==> src/rtl/ball_game_ctrl.sv <==
// ball_game_ctrl: per-frame controller for the ally/enemy ball game.
// Moves the ally from key levels, bounces the enemy off the screen edges,
// detects collisions and tracks lives, score and game over.
// Optional build macro: INIMIGO_ACELERA_EN (enemy speeds up over time).
//
// state  | meaning
// ESPERA | idle at start values, waits for any key on a tick
// JOGO   | playing; a collision costs one life
// HIT    | invulnerable for HIT_FRAMES ticks after a hit
// PERDEU | game over; needs a released tick then a pressed tick to restart
module ball_game_ctrl #(
    parameter int SCREEN_W     = 640,
    parameter int SCREEN_H     = 480,
    parameter int PASSO        = 4,
    parameter int VEL_INIMIGA  = 3,
    parameter int RAIO_ALIADA  = 5,
    parameter int RAIO_INIMIGA = 5,
    parameter int VIDAS        = 3,
    parameter int HIT_FRAMES   = 30
) (
    input  logic        CLOCK_50,
    input  logic        reset,
    input  logic        frame_tick,
    input  logic [3:0]  keysout,
    output logic [9:0]  x_bola_aliada,
    output logic [9:0]  y_bola_aliada,
    output logic [9:0]  raio_bola_aliada,
    output logic [9:0]  x_bola_inimiga,
    output logic [9:0]  y_bola_inimiga,
    output logic [9:0]  raio_bola_inimiga,
    output logic        perdeu,
    output logic [2:0]  vidas,
    output logic [15:0] pontos,
    output logic [1:0]  estado
);

    typedef enum logic [1:0] {
        ESPERA = 2'b00,
        JOGO   = 2'b01,
        HIT    = 2'b10,
        PERDEU = 2'b11
    } state_t;

    localparam int HW = $clog2(HIT_FRAMES + 1);

    localparam logic signed [10:0] AX_MIN  = 11'(RAIO_ALIADA);
    localparam logic signed [10:0] AX_MAX  = 11'(SCREEN_W - 1 - RAIO_ALIADA);
    localparam logic signed [10:0] AY_MIN  = 11'(RAIO_ALIADA);
    localparam logic signed [10:0] AY_MAX  = 11'(SCREEN_H - 1 - RAIO_ALIADA);
    localparam logic signed [10:0] EX_MIN  = 11'(RAIO_INIMIGA);
    localparam logic signed [10:0] EX_MAX  = 11'(SCREEN_W - 1 - RAIO_INIMIGA);
    localparam logic signed [10:0] EY_MIN  = 11'(RAIO_INIMIGA);
    localparam logic signed [10:0] EY_MAX  = 11'(SCREEN_H - 1 - RAIO_INIMIGA);
    localparam logic signed [10:0] PASSO_S = 11'(PASSO);

    localparam logic [9:0] AX0 = 10'd300;
    localparam logic [9:0] AY0 = 10'd300;
    localparam logic [9:0] EX0 = 10'd500;
    localparam logic [9:0] EY0 = 10'd100;

    localparam logic [21:0] R2 =
        22'((RAIO_ALIADA + RAIO_INIMIGA) * (RAIO_ALIADA + RAIO_INIMIGA));

    state_t          state_q, state_d;
    logic [9:0]      ax_q, ay_q, ex_q, ey_q;
    logic [9:0]      ax_d, ay_d, ex_d, ey_d;
    logic            exneg_q, eyneg_q, exneg_d, eyneg_d;
    logic [2:0]      vidas_q, vidas_d;
    logic [15:0]     pontos_q, pontos_d;
    logic [HW-1:0]   hit_q, hit_d;
    logic            col_pend_q, col_pend_d;
    logic            rel_q, rel_d;
    logic            reinit;
    logic [2:0]      vel;

    logic signed [10:0] ax_n, ay_n, ex_n, ey_n, vel_s;
    logic               exneg_n, eyneg_n;

    logic signed [10:0] dx, dy;
    logic [10:0]        adx, ady;
    logic [21:0]        dist2;
    logic               collide;

`ifdef INIMIGO_ACELERA_EN
    logic [2:0] vel_q;
    logic [8:0] frm_q;
    logic       play_tick;

    assign play_tick = frame_tick && (state_q == JOGO || state_q == HIT);
    assign vel       = vel_q;

    // Enemy speed ramps up by one every 512 play ticks, capped at 7.
    always_ff @(posedge CLOCK_50 or negedge reset) begin
        if (!reset) begin
            vel_q <= 3'(VEL_INIMIGA);
            frm_q <= '0;
        end else if (reinit) begin
            vel_q <= 3'(VEL_INIMIGA);
            frm_q <= '0;
        end else if (play_tick) begin
            frm_q <= frm_q + 9'd1;
            if (frm_q == 9'h1FF && vel_q != 3'd7) begin
                vel_q <= vel_q + 3'd1;
            end
        end
    end
`else
    assign vel = 3'(VEL_INIMIGA);
`endif

    assign vel_s = {8'd0, vel};

    // Collision test on the registered (already updated) positions.
    assign dx      = $signed({1'b0, ax_q}) - $signed({1'b0, ex_q});
    assign dy      = $signed({1'b0, ay_q}) - $signed({1'b0, ey_q});
    assign adx     = $unsigned(dx[10] ? -dx : dx);
    assign ady     = $unsigned(dy[10] ? -dy : dy);
    assign dist2   = 22'(adx) * 22'(adx) + 22'(ady) * 22'(ady);
    assign collide = (dist2 <= R2);

    // Candidate next positions for a play tick, clamped to the screen.
    always_comb begin
        ax_n = {1'b0, ax_q};
        if (keysout[0] && !keysout[1]) begin
            ax_n = ax_n + PASSO_S;
        end else if (keysout[1] && !keysout[0]) begin
            ax_n = ax_n - PASSO_S;
        end
        if (ax_n < AX_MIN) ax_n = AX_MIN;
        else if (ax_n > AX_MAX) ax_n = AX_MAX;

        ay_n = {1'b0, ay_q};
        if (keysout[2] && !keysout[3]) begin
            ay_n = ay_n + PASSO_S;
        end else if (keysout[3] && !keysout[2]) begin
            ay_n = ay_n - PASSO_S;
        end
        if (ay_n < AY_MIN) ay_n = AY_MIN;
        else if (ay_n > AY_MAX) ay_n = AY_MAX;

        exneg_n = exneg_q;
        ex_n    = exneg_q ? ($signed({1'b0, ex_q}) - vel_s) : ($signed({1'b0, ex_q}) + vel_s);
        if (ex_n < EX_MIN) begin
            ex_n    = EX_MIN;
            exneg_n = 1'b0;
        end else if (ex_n > EX_MAX) begin
            ex_n    = EX_MAX;
            exneg_n = 1'b1;
        end

        eyneg_n = eyneg_q;
        ey_n    = eyneg_q ? ($signed({1'b0, ey_q}) - vel_s) : ($signed({1'b0, ey_q}) + vel_s);
        if (ey_n < EY_MIN) begin
            ey_n    = EY_MIN;
            eyneg_n = 1'b0;
        end else if (ey_n > EY_MAX) begin
            ey_n    = EY_MAX;
            eyneg_n = 1'b1;
        end
    end

    // Next-state logic: tick processing, then the collision evaluation cycle.
    always_comb begin
        state_d    = state_q;
        ax_d       = ax_q;
        ay_d       = ay_q;
        ex_d       = ex_q;
        ey_d       = ey_q;
        exneg_d    = exneg_q;
        eyneg_d    = eyneg_q;
        vidas_d    = vidas_q;
        pontos_d   = pontos_q;
        hit_d      = hit_q;
        col_pend_d = col_pend_q;
        rel_d      = rel_q;
        reinit     = 1'b0;

        unique case (state_q)
            ESPERA: begin
                if (frame_tick && keysout != 4'b0000) state_d = JOGO;
            end
            JOGO, HIT: begin
                if (frame_tick) begin
                    ax_d    = ax_n[9:0];
                    ay_d    = ay_n[9:0];
                    ex_d    = ex_n[9:0];
                    ey_d    = ey_n[9:0];
                    exneg_d = exneg_n;
                    eyneg_d = eyneg_n;
                    if (pontos_q != 16'hFFFF) pontos_d = pontos_q + 16'd1;
                    // Frames processed while invulnerable never get evaluated.
                    col_pend_d = (state_q == JOGO);
                    if (state_q == HIT) begin
                        if (hit_q <= HW'(1)) begin
                            hit_d   = '0;
                            state_d = JOGO;
                        end else begin
                            hit_d = hit_q - HW'(1);
                        end
                    end
                end else if (col_pend_q) begin
                    col_pend_d = 1'b0;
                    if (collide) begin
                        vidas_d = vidas_q - 3'd1;
                        if (vidas_q == 3'd1) begin
                            state_d = PERDEU;
                            rel_d   = 1'b0;
                        end else begin
                            state_d = HIT;
                            hit_d   = HW'(HIT_FRAMES);
                        end
                    end
                end
            end
            PERDEU: begin
                if (frame_tick) begin
                    if (keysout == 4'b0000) rel_d = 1'b1;
                    else if (rel_q) reinit = 1'b1;
                end
            end
        endcase

        if (reinit) begin
            state_d    = ESPERA;
            ax_d       = AX0;
            ay_d       = AY0;
            ex_d       = EX0;
            ey_d       = EY0;
            exneg_d    = 1'b1;
            eyneg_d    = 1'b0;
            vidas_d    = 3'(VIDAS);
            pontos_d   = '0;
            hit_d      = '0;
            col_pend_d = 1'b0;
            rel_d      = 1'b0;
        end
    end

    // State and datapath registers.
    always_ff @(posedge CLOCK_50 or negedge reset) begin
        if (!reset) begin
            state_q    <= ESPERA;
            ax_q       <= AX0;
            ay_q       <= AY0;
            ex_q       <= EX0;
            ey_q       <= EY0;
            exneg_q    <= 1'b1;
            eyneg_q    <= 1'b0;
            vidas_q    <= 3'(VIDAS);
            pontos_q   <= '0;
            hit_q      <= '0;
            col_pend_q <= 1'b0;
            rel_q      <= 1'b0;
        end else begin
            state_q    <= state_d;
            ax_q       <= ax_d;
            ay_q       <= ay_d;
            ex_q       <= ex_d;
            ey_q       <= ey_d;
            exneg_q    <= exneg_d;
            eyneg_q    <= eyneg_d;
            vidas_q    <= vidas_d;
            pontos_q   <= pontos_d;
            hit_q      <= hit_d;
            col_pend_q <= col_pend_d;
            rel_q      <= rel_d;
        end
    end

    assign x_bola_aliada     = ax_q;
    assign y_bola_aliada     = ay_q;
    assign x_bola_inimiga    = ex_q;
    assign y_bola_inimiga    = ey_q;
    assign raio_bola_aliada  = 10'(RAIO_ALIADA);
    assign raio_bola_inimiga = 10'(RAIO_INIMIGA);
    assign vidas             = vidas_q;
    assign pontos            = pontos_q;
    assign estado            = state_q;
    assign perdeu            = (state_q == PERDEU);

endmodule

==> config.mk <==
export PLATFORM = sky130hd
export DESIGN_NAME = ball_game_ctrl
export DESIGN_NICKNAME = d
export VERILOG_FILES = /design/src/rtl/ball_game_ctrl.sv
export SDC_FILE = /design/constraint.sdc
export NUM_CORES = 1
export LEC_CHECK = 0
export CAP_MARGIN = 0
export CORE_ASPECT_RATIO = 1.25
export CORE_MARGIN = 5
export CORE_UTILIZATION = 32
export DETAILED_ROUTE_END_ITERATION = 16
export PLACE_DENSITY = 0.49
export SYNTH_ARGS = -nofsm -noshare
export SYNTH_HDL_FRONTEND = slang
export SYNTH_SLANG_ARGS = --single-unit
export TNS_END_PERCENT = 1
==> constraint.sdc <==
create_clock -name CLOCK_50 -period 29.3 [get_ports CLOCK_50]
set_input_delay 2.93 -clock CLOCK_50 [delete_from_list [all_inputs] [get_ports CLOCK_50]]
set_output_delay 2.93 -clock CLOCK_50 [all_outputs]
set_load 0.05 [all_outputs]
==> results of run 1 <==
-- synthesized netlist by cell type (4+ instances only) --
cell type,instances
nand2b_1,18
o22ai_1,10
o21bai_1,5
nor3_1,36
ha_1,149
or2_2,16
or4_1,4
xor2_1,30
fa_1,169
mux2_2,4
and3_1,12
a21oi_1,58
dfstp_2,20
nor2b_1,18
a21o_1,14
xnor2_1,52
nor2_1,185
nor3b_1,7
nand2_1,101
a31oi_1,18
or3_1,7
buf_4,20
o32ai_1,5
a22o_1,6
nand4_1,8
and2_1,8
nor4_1,8
o2111ai_1,5
o21ai_1,8
a41oi_1,4
dfrtp_1,50
xnor2_2,4
o211ai_1,7
a22oi_1,6
nand3_1,33
inv_1,324
o21ai_0,46
a211oi_1,6
o21a_1,8
a2111oi_0,4
mux2i_1,4
clkbuf_1,36
-- stage by stage --
stage	std cells	setup slack [ns]	hold slack, ns	area [um2]	util
floorplan	1648	19.24	0.488	13700	-
global route	2242	17.86	0.546	15200	0.361
CTS	2242	18.51	0.530	15200	0.361
detailed placement	2226	18.56	0.513	14900	0.354
finish	2242	18.58	0.529	15200	0.361
global placement	2226	18.70	0.517	14900	0.354
-- sequential cells by signal, indices dropped and copies added (netlist names), 2 cells and up --
name and cells:
y_bola_aliada 10, x_bola_aliada 10, x_bola_inimiga 10, pontos 16, hit_q 5, y_bola_inimiga 10, estado 2, vidas 3
-- layout make-up --
| cell class | instances | area, um2 | share of cell area |
|---|---|---|---|
| Tap cell | 559 | 699 | 0.0461 |
| Timing Repair Buffer | 78 | 753 | 0.0496 |
| Sequential cell | 70 | 1780 | 0.117 |
| Clock inverter | 7 | 80.1 | 0.00528 |
| Multi-Input combinational cell | 1194 | 10400 | 0.687 |
| Clock buffer | 9 | 225 | 0.0148 |
| Inverter | 325 | 1220 | 0.0804 |
-- tightest hold or removal path: stages, from the launching register on --
cell	delay [ns]
dfstp_2	0.39
inv_1	0.07
a21oi_1	0.06
-- cell families (layout without fill, tap and decap cells) --
family / count (synthesis) / after routing / synth area share
buffers and inverters: 384 / 419 / 0.113
AND/OR/NAND/NOR: 487 / 487 / 0.173
other: 2 / 34 / 0.000552
XOR/XNOR: 87 / 87 / 0.0588
flip-flops: 70 / 70 / 0.131
multiplexers: 9 / 9 / 0.00708
adder cells (fa/ha/maj): 318 / 318 / 0.386
AO/OA/AOI/OAI: 259 / 259 / 0.132
-- layout by cell type (no fill, tap or decap), types with 12 or more instances in the layout --
master	Yosys	layout
a21o_1	14	14
a21oi_1	58	58
a31oi_1	18	18
and3_1	12	12
clkdlybuf4s50_1	0	67
conb_1	2	34
dfrtp_1	50	50
dfstp_2	20	20
fa_1	169	169
ha_1	149	149
inv_1	324	324
nand2_1	101	101
nand2b_1	18	18
nand3_1	33	33
nor2_1	185	184
nor2b_1	18	18
nor3_1	36	36
o21ai_0	46	46
or2_2	16	16
xnor2_1	52	52
xor2_1	30	30
-- per-layer routing --
| metal | global-route usage | vias up | wire length, um |
|---|---|---|---|
| met1 | 0.176 | 5304 | 14300 |
| met2 | 0.285 | 166 | 18600 |
| met4 | 0.0394 | 0 | 705 |
| li1 | - | 5328 | - |
| met3 | 0.0192 | 32 | 1210 |
| met5 | 0 | - | 0 |
-- final timing paths --
path                                                from                            end  slack [ns]
setup reg to reg           y_bola_inimiga[0]$_DFFE_PN0P_           hit_q[1]$_DFFE_PN0P_       18.58
hold / removal             x_bola_inimiga[5]$_DFFE_PN1P_  x_bola_inimiga[5]$_DFFE_PN1P_        0.53
max in group asynchronous                          reset         col_pend_q$_DFFE_PN0N_       25.91
min in group asynchronous                          reset         pontos[12]$_DFFE_PN0P_        2.72
setup / recovery           y_bola_inimiga[0]$_DFFE_PN0P_           hit_q[1]$_DFFE_PN0P_       18.58
hold reg to reg            x_bola_inimiga[5]$_DFFE_PN1P_  x_bola_inimiga[5]$_DFFE_PN1P_        0.53
==> flow_metrics.env, run 1 <==
export IMPL_period_minus_slack_ns=10.72
export IMPL_post_route_period_util=0.366
export IMPL_synth_flop_cell="dfrtp_1"
export IMPL_yosys_top_cells_area="fa_1 (25%), ha_1 (14%), dfrtp_1 (9.2%)"
export IMPL_io_pins=89
export IMPL_finalSetupTns_ns=0
export IMPL_synth_area_um2=13600
export IMPL_via_count=10830
export IMPL_drt_iter0_markers=412
export IMPL_finalSetupViolCount=0
export IMPL_fmax_ghz=0.0932
export IMPL_avgSynthCellArea_um2=8.42
export IMPL_clockRootBuffer="clkbuf_16"
export IMPL_synth_edf_count=0
export IMPL_synth_cell_type_count=95
export IMPL_h_tree_depth=3
export IMPL_async_flop_share=1.00
export IMPL_viasPerCell=4.83
export IMPL_die_area_um2=46800
export IMPL_synth_seq_cells=70
export IMPL_slew_violations=0
export IMPL_hold_buffers=0
export IMPL_synth_top_area_cell="fa_1"
export IMPL_post_cts_buffers=0
export IMPL_max_stage_delay_ns=0.90
export IMPL_routabilityCongestion=0.892
export IMPL_area_growth_pct=11.6
export IMPL_ys_warnings_count=0
export IMPL_grt_pass1_wl_um=57100
export IMPL_cts_buffers=9
export IMPL_status="complete, no violations"
export IMPL_start_util=0.324
export IMPL_core_um2=42000
export IMPL_clock_skew_ns=0.0104
export IMPL_wl_per_cell_um=15.5
export IMPL_cts_sinks=70
export IMPL_rsz0062_at_grt="false"
export IMPL_syn_inst=1616
export IMPL_grt_overflow=0
export IMPL_die_h_um=241
export IMPL_finalNetCount=2003
export IMPL_start_kind="register"
export IMPL_diodes=0
export IMPL_clk_path_buf_depth=2
export IMPL_hold_depth=2
export IMPL_hold_viol_final=0
export IMPL_end_kind="register"
export IMPL_cts_resized=0
export IMPL_relSlewSlack=0.216
export IMPL_grt_usage=0.149
export IMPL_dp_hpwl_um=29200
export IMPL_drive_above_1_share=0.0594
export IMPL_path_depth=33
export IMPL_die_width_um=194
export IMPL_fillerInstances=4451
export IMPL_yosysTopAreaCellShare=0.249
export IMPL_cp_required_ns=29.53
export IMPL_arrival_ns=10.96
export IMPL_crit_path_top_delay_cell="mux2i_1"
export IMPL_io_buffers=68
export IMPL_worstPathMaxFanout=12
export IMPL_worst_hold_path_type="reg -> reg"
export IMPL_synth_seq_area_share=0.131
export IMPL_num_rows=84
export IMPL_critical_path_class="reg -> reg"
export IMPL_ff2ff_path_depth=33
export IMPL_clk_pin_slew_ns=0.07
export IMPL_grt_pass1_vias=11349
export IMPL_drt_first_pass_iters=4
export IMPL_postRouteAntennaNets=0
export IMPL_clkLatencyLatePin_ns=0.35
export IMPL_crit_family="adder cells"
export IMPL_grt_max_degree=71
export IMPL_max_cap_violations=0
export IMPL_worstMarginPinSlew_ns=1.14
export IMPL_cts_tree="done"
export IMPL_wirelength_um=34800
export IMPL_critPathBufInv=5
export IMPL_drc=0
export IMPL_path_common_cell="fa_1"
export IMPL_grt_antenna_before_repair=0
Power of run 1 is left out: the tool's default activity adds up to more than one toggle a clock period on the data nets, which glitch-free logic cannot reach.
==> inputs of run 2 (changes only) <==
- clock period: 29.3 -> 11 ns (I/O delays scaled with it)
==> run 2 against run 1 <==
Compared with the run above: cell area rose by 0.91%; hold slack got worse by 0.0084 ns; sequential cell count unchanged; core utilization is 0.33 points higher; critical endpoint unchanged; maximum frequency is 3.3% higher; global-route usage increased by 0.24 points; routed wire length up 0.53%; sequential share of layout area shrank 0.11 points; die area stayed put; clock skew shrank 0.0027 ns.
==> flow_metrics.env, run 2 (synthesized netlist as in run 1, its figures left out) <==
export IMPL_finalWorstSetupSlack_ns=0.618
export IMPL_pre_cts_ws_ns=0.353
export IMPL_largest_reg_flops=16
export IMPL_drt_iter0_markers=399
export IMPL_routabilityCongestion=0.880
export IMPL_grt_pass1_vias=11393
export IMPL_die_h_um=241
export IMPL_crit_path_top_delay_cell="fa_1"
export IMPL_viasPerCell=4.83
export IMPL_min_from="x_bola_inimiga[6]$_DFFE_PN1P_"
export IMPL_cp_required_ns=11.24
export IMPL_r2r_setup_slack_ns=0.62
export IMPL_critical_path_class="reg -> reg"
export IMPL_io_buffers=68
export IMPL_multiInputGateArea_um2=10500
export IMPL_cts_buffers=9
export IMPL_finalSetupTns_ns=0
export IMPL_status="complete, no violations"
export IMPL_drc=0
export IMPL_grt_max_degree=71
export IMPL_final_common_cell="inv_1"
export IMPL_area_growth_pct=12.6
export IMPL_dp_hpwl_um=29300
export IMPL_clkLatencyLatePin_ns=0.36
export IMPL_dp_cells=2237
export IMPL_final_cell_mix="inv_1 (324), nor2_1 (184), fa_1 (169)"
export IMPL_r2r_start="y_bola_inimiga[0]$_DFFE_PN0P_"
export IMPL_hold_viol_final=0
export IMPL_path_common_cell="fa_1"
export IMPL_clk_path_buf_depth=2
export IMPL_post_route_period_util=0.944
export IMPL_drt_first_pass_iters=5
export IMPL_worstMarginPinSlew_ns=0.955
export IMPL_utilization=0.364
export IMPL_slew_violations=0
export IMPL_wirelength_um=35000
export IMPL_via_count=10886
export IMPL_grt_pass1_wl_um=58000
export IMPL_timing_rr_end="hit_q[1]$_DFFE_PN0P_"
export IMPL_path_depth=34
export IMPL_hold_depth=2
export IMPL_register_area_um2=1780
export IMPL_clockRootBuffer="clkbuf_16"
export IMPL_holdPathEnd="x_bola_inimiga[6]$_DFFE_PN1P_"
export IMPL_die_area_um2=46800
export IMPL_finalSetupViolCount=0
export IMPL_h_tree_depth=3
export IMPL_worstPathMaxFanout=9
export IMPL_stdcell_count=2253
export IMPL_cts_sinks=70
export IMPL_diodes=0
export IMPL_clk_pin_slew_ns=0.07
export IMPL_critPathBufInv=6
export IMPL_end_kind="register"
export IMPL_finalNetCount=2014
export IMPL_drive_above_1_share=0.0679
export IMPL_worst_hold_path_type="reg -> reg"
export IMPL_die_width_um=194
export IMPL_grt_overflow=0
export IMPL_period_minus_slack_ns=10.38
export IMPL_ff2ff_path_depth=34
export IMPL_start_util=0.324
export IMPL_grt_antenna_before_repair=0
export IMPL_wl_per_cell_um=15.5
export IMPL_relSlewSlack=0.364
export IMPL_cts_tree="done"
export IMPL_grt_usage=0.152
export IMPL_arrival_ns=10.62
export IMPL_max_cap_violations=0
export IMPL_post_cts_buffers=0
export IMPL_clock_skew_ns=0.00764
export IMPL_hold_buffers=0
export IMPL_core_um2=42000
export IMPL_io_pins=89
export IMPL_max_stage_delay_ns=0.57
export IMPL_fmax_ghz=0.0963
export IMPL_crit_family="adder cells"
export IMPL_start_kind="register"
export IMPL_fillerInstances=4458
export IMPL_num_rows=84
export IMPL_cts_resized=0
export IMPL_postRouteAntennaNets=0
## run 2: layer usage
layer	vias up	routed length, um	GRT usage
met4	0	868	0.0460
met1	5335	14400	0.182
met2	160	18700	0.286
met5	-	0	0
li1	5353	-	-
met3	38	951	0.0157
## run 2: worst max-delay path by stage
stage / slack [ns] / from / end
2_1_floorplan: 0.94 / y_bola_inimiga[0]$_DFFE_PN0P_ / hit_q[1]$_DFFE_PN0P_
3_3_place_gp: 0.46 / y_bola_inimiga[0]$_DFFE_PN0P_ / hit_q[1]$_DFFE_PN0P_
3_5_place_dp: 0.35 / y_bola_inimiga[0]$_DFFE_PN0P_ / hit_q[1]$_DFFE_PN0P_
4_1_cts: 0.31 / y_bola_inimiga[0]$_DFFE_PN0P_ / hit_q[1]$_DFFE_PN0P_
5_1_grt: -0.008 / y_bola_inimiga[0]$_DFFE_PN0P_ / hit_q[1]$_DFFE_PN0P_
6_report: 0.62 / y_bola_inimiga[0]$_DFFE_PN0P_ / hit_q[1]$_DFFE_PN0P_
## run 2: final cells by class
class | instances | share of cell area
Timing Repair Buffer | 89 | 0.0546
Inverter | 325 | 0.0797
Clock inverter | 7 | 0.00686
Clock buffer | 9 | 0.0147
Tap cell | 559 | 0.0457
Multi-Input combinational cell | 1194 | 0.682
Sequential cell | 70 | 0.116
## run 2: stage by stage
step           hold WS (ns)  instance area [um2]
2_1_floorplan         0.488                13700
3_3_place_gp          0.508                15000
3_5_place_dp          0.509                15000
4_1_cts               0.525                15300
5_1_grt               0.548                15300
6_report              0.521                15300
## run 2: worst reg2reg max path, delay by kind of cell (launching register included)
family,cells,cell delay [ns]
fa+ha+maj,10,4.72
compound gates,10,2.35
simple gates,6,1.47
xor+xnor,1,0.45
mux,1,0.31
buf+inv,6,0.43
flops,1,0.52
Power of run 2 is left out for the same reason.
==> inputs of run 3 (changes only) <==
- RECOVER_POWER: not set -> 50
==> run 3 against run 2 <==
Compared with the run above: the run now ends with max-capacitance violations, max-slew violations left; hold slack did not move; setup slack improved by 0.011 ns; register-to-register slack about the same.
==> flow_metrics.env, run 3 (synthesized netlist as in run 1, its figures left out) <==
export IMPL_h_tree_depth=3
export IMPL_clk_path_buf_depth=2
export IMPL_diodes=0
export IMPL_dp_hpwl_um=29300
export IMPL_slew_violations=71
export IMPL_clk_pin_slew_ns=0.07
export IMPL_clock_skew_ns=0.00760
export IMPL_status="finished with violations"
export IMPL_area_growth_pct=12.5
export IMPL_cts_buffers=9
export IMPL_drt_iter0_markers=402
export IMPL_register_area_um2=1780
export IMPL_routabilityCongestion=0.880
export IMPL_worst_hold_path_type="reg -> reg"
export IMPL_core_um2=42000
export IMPL_wirelength_um=35000
export IMPL_die_width_um=194
export IMPL_grt_antenna_before_repair=0
export IMPL_worstMarginPinSlew_ns=3.94
export IMPL_drt_first_pass_iters=6
export IMPL_viasPerCell=4.83
export IMPL_cts_sinks=70
export IMPL_utilization=0.364
export IMPL_start_kind="register"
export IMPL_period_minus_slack_ns=10.37
export IMPL_largest_reg_flops=16
export IMPL_io_pins=89
export IMPL_clkLatencyLatePin_ns=0.36
export IMPL_grt_overflow=0
export IMPL_die_h_um=241
export IMPL_grt_pass1_wl_um=58000
export IMPL_fillerInstances=4458
export IMPL_relSlewSlack=-1.63
export IMPL_io_buffers=68
export IMPL_critical_path_class="reg -> reg"
export IMPL_post_route_period_util=0.943
export IMPL_drc=0
export IMPL_final_common_cell="inv_1"
export IMPL_cts_tree="done"
export IMPL_postRouteAntennaNets=0
export IMPL_finalSetupViolCount=0
export IMPL_start_util=0.324
export IMPL_cp_required_ns=11.24
export IMPL_path_common_cell="fa_1"
export IMPL_multiInputGateArea_um2=10500
export IMPL_grt_pass1_vias=11393
export IMPL_num_rows=84
export IMPL_max_cap_violations=1
export IMPL_end_kind="register"
export IMPL_fmax_ghz=0.0964
export IMPL_clockRootBuffer="clkbuf_16"
export IMPL_crit_path_top_delay_cell="fa_1"
export IMPL_die_area_um2=46800
export IMPL_final_cell_mix="inv_1 (324), nor2_1 (184), fa_1 (169)"
export IMPL_grt_max_degree=71
export IMPL_hold_viol_final=0
export IMPL_drive_above_1_share=0.0673
export IMPL_finalNetCount=2014
export IMPL_max_stage_delay_ns=0.57
export IMPL_worstPathMaxFanout=9
export IMPL_wl_per_cell_um=15.5
export IMPL_post_cts_buffers=0
export IMPL_grt_usage=0.152
export IMPL_violations="max-capacitance violations, max-slew violations"
export IMPL_arrival_ns=10.61
export IMPL_via_count=10875
-- run 3: routing by layer --
metal	GRT usage	up-vias	wire [um]
met5	0	-	0
met4	0.0460	0	840
met3	0.0157	35	960
met2	0.286	159	18700
met1	0.182	5327	14400
li1	-	5354	-
-- run 3: what timing repair did --
item,CTS,global route
endpoints found under the hold margin,0,0
endpoints found under the setup margin,0,9
hold buffers,0,0
gates resized for setup,0,4
-- run 3: worst max-delay path, delay by kind of cell, from the launching register on --
kind / cells / cell delay [ns]
AO/OA/AOI/OAI: 10 / 2.34
XOR/XNOR: 1 / 0.45
adder cells (fa/ha/maj): 10 / 4.69
buffers and inverters: 6 / 0.43
flip-flops: 1 / 0.52
multiplexers: 1 / 0.31
AND/OR/NAND/NOR: 6 / 1.48
-- run 3: final cells by class --
class,count,area share
Inverter,325,0.0797
Timing Repair Buffer,89,0.0543
Sequential cell,70,0.116
Multi-Input combinational cell,1194,0.683
Clock buffer,9,0.0147
Clock inverter,7,0.00686
Tap cell,559,0.0457
-- run 3: final timing paths --
path                                                from                             to  slack [ns]  cells after the start
max in group asynchronous                          reset         col_pend_q$_DFFE_PN0N_        6.64                      1
min reg2reg                x_bola_inimiga[6]$_DFFE_PN1P_  x_bola_inimiga[6]$_DFFE_PN1P_        0.52                      2
max                        y_bola_inimiga[0]$_DFFE_PN0P_           hit_q[1]$_DFFE_PN0P_        0.63                     34
max reg2reg                y_bola_inimiga[0]$_DFFE_PN0P_           hit_q[1]$_DFFE_PN0P_        0.63                     34
min in group asynchronous                          reset          pontos[2]$_DFFE_PN0P_        2.10                      1
min                        x_bola_inimiga[6]$_DFFE_PN1P_  x_bola_inimiga[6]$_DFFE_PN1P_        0.52                      2
-- run 3: stage by stage --
stage | instances | setup TNS, ns | instance area [um2] | hold slack [ns] | setup slack [ns]
detailed placement | 2237 | 0 | 15000 | 0.509 | 0.353
finish | 2253 | 0 | 15300 | 0.521 | 0.628
global placement | 2237 | 0 | 15000 | 0.508 | 0.458
floorplan | 1648 | 0 | 13700 | 0.488 | 0.941
global route | 2253 | -0.00837 | 15300 | 0.548 | -0.00837
CTS | 2253 | 0 | 15300 | 0.525 | 0.309
Power of run 3 is left out for the same reason.
